===== src/rtl/demux10_router_if.sv =====
// Handshake bundle for demux10_router: one producer port, ten consumer lanes sharing a data bus.
interface demux10_router_if #(
  parameter int WIDTH = 16
);
  logic             in_valid;
  logic             in_ready;
  logic [WIDTH-1:0] in_data;
  logic [9:0]       in_sel;
  logic [WIDTH-1:0] out_data;
  logic [9:0]       out_valid;
  logic [9:0]       out_ready;
  logic [7:0]       drop_cnt;

  modport master (
    output in_valid, in_data, in_sel, out_ready,
    input  in_ready, out_data, out_valid, drop_cnt
  );

  modport slave (
    input  in_valid, in_data, in_sel, out_ready,
    output in_ready, out_data, out_valid, drop_cnt
  );
endinterface


===== src/rtl/demux10_router.sv =====
// 1-to-10 priority-select demultiplexer with a single holding register and full-throughput handshake.
// Optional drop counter for words with no destination is built when DEMUX10_DROP_CNT_EN is defined.
module demux10_router #(
  parameter int WIDTH = 16
) (
  input  logic              clk,
  input  logic              rst_n,
  demux10_router_if.slave   bus
);

  typedef enum logic {IDLE, HOLD} state_t;

  state_t           state_q, state_d;
  logic [WIDTH-1:0] data_q, data_d;
  logic [3:0]       lane_q, lane_d;

  logic [3:0]       sel_lane;
  logic             sel_hit;
  logic             in_xfer;
  logic             lane_xfer;

  // Loop runs high-to-low so the lowest set in_sel bit wins.
  always_comb begin
    sel_hit  = |bus.in_sel;
    sel_lane = 4'd0;
    for (int i = 9; i >= 0; i--) begin
      if (bus.in_sel[i]) begin
        if (i < 8)       sel_lane = 4'(i + 1);
        else if (i == 8) sel_lane = 4'd0;
        else             sel_lane = 4'd9;
      end
    end
  end

  always_comb begin
    bus.in_ready = 1'b1;
    lane_xfer    = 1'b0;
    if (state_q == HOLD) begin
      bus.in_ready = bus.out_ready[lane_q];
      lane_xfer    = bus.out_ready[lane_q];
    end
    in_xfer = bus.in_valid && bus.in_ready;
  end

  // In HOLD an input transfer implies the lane transfer, so the new word simply replaces the old.
  always_comb begin
    state_d = state_q;
    data_d  = data_q;
    lane_d  = lane_q;
    if (in_xfer) begin
      if (sel_hit) begin
        state_d = HOLD;
        data_d  = bus.in_data;
        lane_d  = sel_lane;
      end else begin
        state_d = IDLE;
      end
    end else if (lane_xfer) begin
      state_d = IDLE;
    end
  end

  always_ff @(posedge clk or negedge rst_n) begin
    if (!rst_n) begin
      state_q <= IDLE;
      data_q  <= '0;
      lane_q  <= 4'd0;
    end else begin
      state_q <= state_d;
      data_q  <= data_d;
      lane_q  <= lane_d;
    end
  end

  assign bus.out_data = data_q;

  generate
    for (genvar gi = 0; gi < 10; gi++) begin : g_lane_valid
      assign bus.out_valid[gi] = (state_q == HOLD) && (lane_q == 4'(gi));
    end
  endgenerate

`ifdef DEMUX10_DROP_CNT_EN
  logic [7:0] drop_cnt_q, drop_cnt_d;

  always_comb begin
    drop_cnt_d = drop_cnt_q;
    if (in_xfer && !sel_hit && (drop_cnt_q != 8'hFF)) begin
      drop_cnt_d = drop_cnt_q + 8'd1;
    end
  end

  always_ff @(posedge clk or negedge rst_n) begin
    if (!rst_n) begin
      drop_cnt_q <= 8'h00;
    end else begin
      drop_cnt_q <= drop_cnt_d;
    end
  end

  assign bus.drop_cnt = drop_cnt_q;
`else
  assign bus.drop_cnt = 8'h00;
`endif

endmodule


===== src/flat_wrapper.sv =====
// flat-port wrapper written by rule: the top's interface ports become plain ports
module demux10_router_flat 
#(
  parameter int WIDTH = 16
)
  (clk, rst_n, bus_in_valid, bus_in_data, bus_in_sel, bus_out_ready, bus_in_ready, bus_out_data, bus_out_valid, bus_drop_cnt);
  demux10_router_if #(.WIDTH(WIDTH)) bus_i ();
  input  logic clk;
  input  logic rst_n;
  input wire logic [$bits(bus_i.in_valid)-1:0] bus_in_valid;
  input wire logic [$bits(bus_i.in_data)-1:0] bus_in_data;
  input wire logic [$bits(bus_i.in_sel)-1:0] bus_in_sel;
  input wire logic [$bits(bus_i.out_ready)-1:0] bus_out_ready;
  output wire logic [$bits(bus_i.in_ready)-1:0] bus_in_ready;
  output wire logic [$bits(bus_i.out_data)-1:0] bus_out_data;
  output wire logic [$bits(bus_i.out_valid)-1:0] bus_out_valid;
  output wire logic [$bits(bus_i.drop_cnt)-1:0] bus_drop_cnt;
  assign bus_i.in_valid = bus_in_valid;
  assign bus_i.in_data = bus_in_data;
  assign bus_i.in_sel = bus_in_sel;
  assign bus_i.out_ready = bus_out_ready;
  assign bus_in_ready = bus_i.in_ready;
  assign bus_out_data = bus_i.out_data;
  assign bus_out_valid = bus_i.out_valid;
  assign bus_drop_cnt = bus_i.drop_cnt;
  demux10_router #(.WIDTH(WIDTH)) u_core (.clk(clk), .rst_n(rst_n), .bus(bus_i));
endmodule

===== config.mk =====
export PLATFORM = sky130hd
export DESIGN_NAME = demux10_router_flat
export DESIGN_NICKNAME = d
export VERILOG_FILES = /design/src/rtl/demux10_router_if.sv /design/src/rtl/demux10_router.sv /design/src/flat_wrapper.sv
export SDC_FILE = /design/constraint.sdc
export NUM_CORES = 1
export LEC_CHECK = 0
export ABC_AREA = 1
export CAP_MARGIN = 20
export CORE_MARGIN = 8
export CORE_UTILIZATION = 40
export CTS_CLUSTER_DIAMETER = 120
export DETAILED_ROUTE_END_ITERATION = 6
export MAX_ROUTING_LAYER = met4
export PLACE_DENSITY_LB_ADDON = 0.12
export SYNTH_ARGS = -nofsm -noshare
export SYNTH_HDL_FRONTEND = slang
export SYNTH_SLANG_ARGS = --single-unit

===== constraint.sdc =====
create_clock -name clk -period 3.3 [get_ports clk]
set_input_delay 0.495 -clock clk [delete_from_list [all_inputs] [get_ports clk]]
set_output_delay 0.495 -clock clk [all_outputs]
set_load 0.01 [all_outputs]

==> reports/metrics.csv, run 1 <==
metric,value,unit
status,finished clean,
root buffer cell,clkbuf_4,
Via-to-Cell Ratio,4.385,
Clock Skews,0.004912,ns
DRC viols,0,
number of global-route vias before repair,1227,
via count,1241,
cell area after layout,0.001909,mm^2
Post-CTS Setup Bufs,0,
Antenna diodes,0,
number of port buffers,65,
Clock Sinks,21,
CTS buffer count,3,
Die Area,0.005202,mm^2
"Hold Vio Cnt, Final",0,
"Warnings, synthesis",0,
Worst slew margin,37.36,%
f_max,416.0,MHz
final core occ,63.06,%
"Seq/Total Area, Yosys",41.71,%
Static Leak,0.0009508,uW
CP endpoint kind,output pin,
ys flop type,dfrtp_1,
share of post-route cells with drive strength above 1,9.205,%
DP HPWL,2631,um
VDD IR max,480.6,uV
CP most frequent cell,nand2_1,
Seq cells post-synth,21,
gr ovfl total,0,
Routed WL per cell,11.45,um
crit-path max FO,3,
Final TNS setup,0,ns
row count,20,
Synth area leader,dfrtp_1,
H-tree depth,1,
Die W,72.13,um
largest net degree at the start of global routing,25,
RSZ-0062 raised after global routing,false,
Die H,72.13,um
post-layout min period,2.404,ns
Worst setup SP type,input pin,
fin nets,279,
top-count cell post-synth,nand2_1,
Final Setup Violations,0,
wire length of the first global-routing pass,5471,um
Synth top area share,41.71,%
Synth top cells by count,"nand2_1, dfrtp_1, inv_1, nand2_2, nor2_1",
asr flop ratio synth,100.0,%
Ports,74,
Iteration-0 DRC Markers,30,
worst hold path class,reg2reg,
CTS Buffer Depth,2,
CP Data Required Time,2.80,ns
Tot GR Track Use,13.20,%
CP peak stage delay,0.55,ns
WHS,0.4929,ns
Max Slew Vio Count,0,
critical path class,in2out,
Area growth syn-to-layout,51.54,%
Crit-path slowest cell,clkdlybuf4s50_1,
Fillers,289,
met1 global-route usage,15.45,%
area of placed instances,0.001882,mm^2
DRT antenna net count,0,
Area contributors post-synth,"dfrtp_1, nand2_1, nand2_2",
CTS Hold Buffers Added,0,
Power Dens Cells,700.9,mW/mm^2
Tcrit/Tclk final,72.85,%
Mean Syn Cell Area,7.200,um^2
GPL Wtd Cong,0.8295,
CP Cell Sequence,"clkdlybuf4s50_1, nand2_1, nand2_1, nand2_1, nand2_1, nand2_1, nand3_2, clkdlybuf4s50_1",
Worst-path clk slew,0.12,ns
post-synthesis cell count,175,
Worst-Margin Slew,0.9367,ns
M2 GR Usage,20.56,%
max-cap check violation count,0,
CTS tree,yes,
Post-CTS Resized,0,
"Clk Latency, worst-skew pair",0.30,ns
met3 Track Usage GR,4.821,%
Core ar.,0.003028,mm^2
critical path arrival,1.91,ns
Netlist Area Pre-Place,0.001260,mm^2
Starting Density,41.61,%
Total Wirelength,3240,um
GRT busiest layer,met2,
Netlist cell types,21,
initial antenna violation count,0,
Post-synth EDFFs,0,
drt first pass iters,4,
flip-flops by register name (all words and copies together), names as in the netlist:
signal / cells
u_core.bus.out_data: 16
u_core.state_q: 1
u_core.lane_q: 4
critical path: cells and delay by family:
family / cells / cell delay, ns
buffers and inverters: 2 / 1.01
AND/OR/NAND/NOR: 6 / 0.40
path summary, 6_finish.rpt:
path | start | endpoint | slack, ns | cells after the start
max | bus_out_ready[7] | bus_in_ready | 0.90 | 8
max in group asynchronous | rst_n | u_core.state_q$_DFFE_PN0P_ | 2.03 | 1
min in group asynchronous | rst_n | u_core.bus.out_data[9]$_DFFE_PN0P_ | 0.70 | 1
min reg2reg | u_core.bus.out_data[12]$_DFFE_PN0P_ | u_core.bus.out_data[12]$_DFFE_PN0P_ | 0.49 | 2
min | u_core.bus.out_data[12]$_DFFE_PN0P_ | u_core.bus.out_data[12]$_DFFE_PN0P_ | 0.49 | 2
max reg2reg | u_core.lane_q[0]$_DFFE_PN0P_ | u_core.lane_q[0]$_DFFE_PN0P_ | 1.60 | 11
layer usage:
metal  routed length [um]  share of wire [%]
met3                  344                 11
met4                   44                1.4
met1                 1459                 45
met2                 1391                 43
met5                    0                  0
power breakdown:
group	switching, uW	total (uW)	internal (uW)
clock	77.4	123	45.1
combinational	381	749	368
sequential	93.1	467	373
total	551	1340	787
layout by cell type (no fill, tap or decap), drive strengths merged:
master,synthesis,layout
a21boi,1,1
a21oi,1,1
clkbuf,0,3
clkdlybuf4s50,0,65
clkinv,0,1
conb,1,8
dfrtp,21,21
inv,19,19
nand2,91,91
nand3,7,7
nand4,1,1
nor2,11,11
nor3,7,7
o21ai,2,2
o31ai,1,1
through the flow:
stage / instances / worst slack (ns) / total power, uW
floorplan: 182 / 1.895 / 900.7
CTS: 283 / 0.8799 / 1357
finish: 283 / 0.8961 / 1338
global placement: 279 / 0.9028 / 1226
global route: 283 / 0.7233 / 1463
detailed placement: 279 / 0.8927 / 1230
logic make-up (layout without fill, tap and decap cells):
group | count (synthesis) | in the layout | share of synthesized area (%)
DFF | 21 | 21 | 41.71
other | 1 | 8 | 0.2976
AOI/OAI and AO/OA | 5 | 5 | 2.383
and+or+nand+nor | 117 | 117 | 40.22
buffers and inverters | 31 | 88 | 15.39
cell type report:
class / instances / area [um^2] / area share, %
clock buffers: 3 / 22.52 / 1.180
clock inverters: 1 / 5.005 / 0.2621
inverters: 19 / 83.83 / 4.391
multi-input cells: 130 / 566.8 / 29.69
flip-flops and latches: 21 / 525.5 / 27.52
well taps: 44 / 55.05 / 2.883
repair buffers: 65 / 650.6 / 34.08
No activity file was read; power rests on OpenSTA's default activity.
==> run 2: changes to the inputs <==
--- a/config.mk
+++ b/config.mk
@@ -8,7 +8,7 @@
 export ABC_AREA = 1
 export CAP_MARGIN = 20
 export CORE_MARGIN = 8
-export CORE_UTILIZATION = 40
+export CORE_UTILIZATION = 37
 export CTS_CLUSTER_DIAMETER = 120
 export DETAILED_ROUTE_END_ITERATION = 6
 export MAX_ROUTING_LAYER = met4
==> constraint.sdc (replaced) <==
create_clock -name clk -period 2.35 [get_ports clk]
set_input_delay 0.3525 -clock clk [delete_from_list [all_inputs] [get_ports clk]]
set_output_delay 0.3525 -clock clk [all_outputs]
set_load 0.01 [all_outputs]
==> run 2 against run 1 <==
- clock-buffer cell count unchanged
- cell count increased by 1.1%
- clock skew increased by 0.0012 ns
- register-to-register slack got worse by 0.84 ns
- sequential share of layout area decreased by 0.13 points
==> reports/metrics.csv, run 2 (synthesized netlist as in run 1, its figures left out) <==
metric,value,unit
Crit-path slowest cell,clkdlybuf4s50_1,
CTS buffer count,3,
f_max,456.1,MHz
Area growth syn-to-layout,52.63,%
Seq. cell area,526.8,um^2
VDD IR max,684.6,uV
Ports,74,
fin nets,280,
number of flip-flops in the largest register,16,
Die H,74.36,um
post-layout min period,2.192,ns
CP peak stage delay,0.55,ns
initial antenna violation count,0,
Clock Skews,0.006113,ns
Fillers,348,
Antenna diodes,0,
Die W,74.36,um
wire length of the first global-routing pass,5250,um
r2r worst-path depth,11,
final core occ,58.09,%
CP most frequent cell,nand2_1,
area of the multi-input gates,566.8,um^2
max-cap check violation count,0,
drt first pass iters,4,
Final TNS setup,0,ns
number of port buffers,65,
Worst setup SP type,flip-flop,
share of post-route cells with drive strength above 1,10.00,%
flop2flop setup slack,0.76,ns
Iteration-0 DRC Markers,12,
Die Area,0.005529,mm^2
worst reg2reg path endpoint,u_core.lane_q[0]$_DFFE_PN0P_,
worst r2r src,u_core.lane_q[0]$_DFFE_PN0P_,
DRT antenna net count,0,
"most common cell after layout, fill and taps aside",nand2_1,
Routed WL per cell,11.47,um
worst hold path class,in2async,
Max Slew Vio Count,0,
Total Wirelength,3281,um
number of global-route vias before repair,1178,
Final Setup Violations,0,
Worst-path clk slew,0.12,ns
critical path class,reg2out,
Clock Sinks,21,
Tot GR Track Use,12.36,%
"Clk Latency, worst-skew pair",0.30,ns
Tcrit/Tclk final,93.29,%
H-tree depth,1,
root buffer cell,clkbuf_4,
CTS Buffer Depth,2,
largest net degree at the start of global routing,25,
CP Data Required Time,2.00,ns
crit-path max FO,9,
Core ar.,0.003311,mm^2
most frequent cells in the layout,"nand2_1, clkdlybuf4s50_1, dfrtp_1, inv_1, nand2_2",
status,finished clean,
pre-CTS setup slack,0.2331,ns
Power Dens Cells,981.2,mW/mm^2
RSZ-0062 raised after global routing,false,
CP Cell Sequence,"inv_8, nand2_2, nand2_1, nand2_1, nand2_1, nand2_1, nand3_2, clkdlybuf4s50_1",
via count,1191,
Via-to-Cell Ratio,4.164,
critical path arrival,1.84,ns
DRC viols,0,
GPL Wtd Cong,0.7816,
CTS tree,yes,
gr ovfl total,0,
Static Leak,0.0009508,uW
final total power,1887,uW
row count,21,
CTS Hold Buffers Added,0,
worst setup margin,0.1576,ns
CP endpoint kind,output pin,
Starting Density,38.06,%
"Hold Vio Cnt, Final",0,
DP HPWL,2658,um
-- run 2: changes by cell type in the layout (fill, tap and decap cells not counted), sizes merged --
cell      delta
clkinvlp     +1
clkinv       -1
buf          +1
-- run 2: stage by stage --
step           area, um^2  hold slack, ns  cells
2_1_floorplan        1286         0.05691    182
3_3_place_gp         1892          0.4604    282
3_5_place_dp         1892          0.4648    282
4_1_cts              1922          0.3665    286
5_1_grt              1923          0.3590    286
6_report             1923          0.3691    286
-- run 2: worst max path at each step --
stage | endpoint | slack (ns) | depth (start not counted) | start
5_1_grt | bus_in_ready | 0.02 | 8 | u_core.lane_q[0]$_DFFE_PN0P_
6_report | bus_in_ready | 0.16 | 8 | u_core.lane_q[0]$_DFFE_PN0P_
3_3_place_gp | bus_in_ready | 0.23 | 8 | bus_out_ready[7]
2_1_floorplan | u_core.lane_q[3]$_DFFE_PN0P_ | 0.96 | 12 | u_core.lane_q[0]$_DFFE_PN0P_
4_1_cts | bus_in_ready | 0.04 | 7 | u_core.lane_q[0]$_DFFE_PN0P_
3_5_place_dp | bus_in_ready | 0.23 | 8 | bus_out_ready[7]
-- run 2: what timing repair did --
item                                    in CTS  in global routing
resized for setup                            0                  1
setup buffers                                0                  0
endpoints found under the setup margin       0                  1
-- run 2: area by class of cell --
class | instances | area share [%]
Multi-Input combinational cell | 130 | 29.47
Timing Repair Buffer | 66 | 34.22
Inverter | 19 | 4.359
Sequential cell | 21 | 27.39
Tap cell | 46 | 2.993
Clock buffer | 3 | 1.171
Clock inverter | 1 | 0.3904
-- run 2: report_power, final --
part	internal, uW	switching [uW]	total [uW]
Clock	64.7	111	175
Combinational	518	533	1050
Sequential	526	134	660
Total	1110	778	1890
-- run 2: worst max-delay path: cells and delay by family, from the launching register on --
family / cells / cell delay [ns]
buffers and inverters: 2 / 0.66
and+or+nand+nor: 6 / 0.36
DFF: 1 / 0.52
-- run 2: per-layer routing --
layer  up-vias  track usage (%)  share of wire [%]
li1        646                -                  -
met1       496            13.57                 45
met2        47            21.00                 45
met3         2            4.852                 10
met4         0            1.957               0.58
met5         -                -                  0
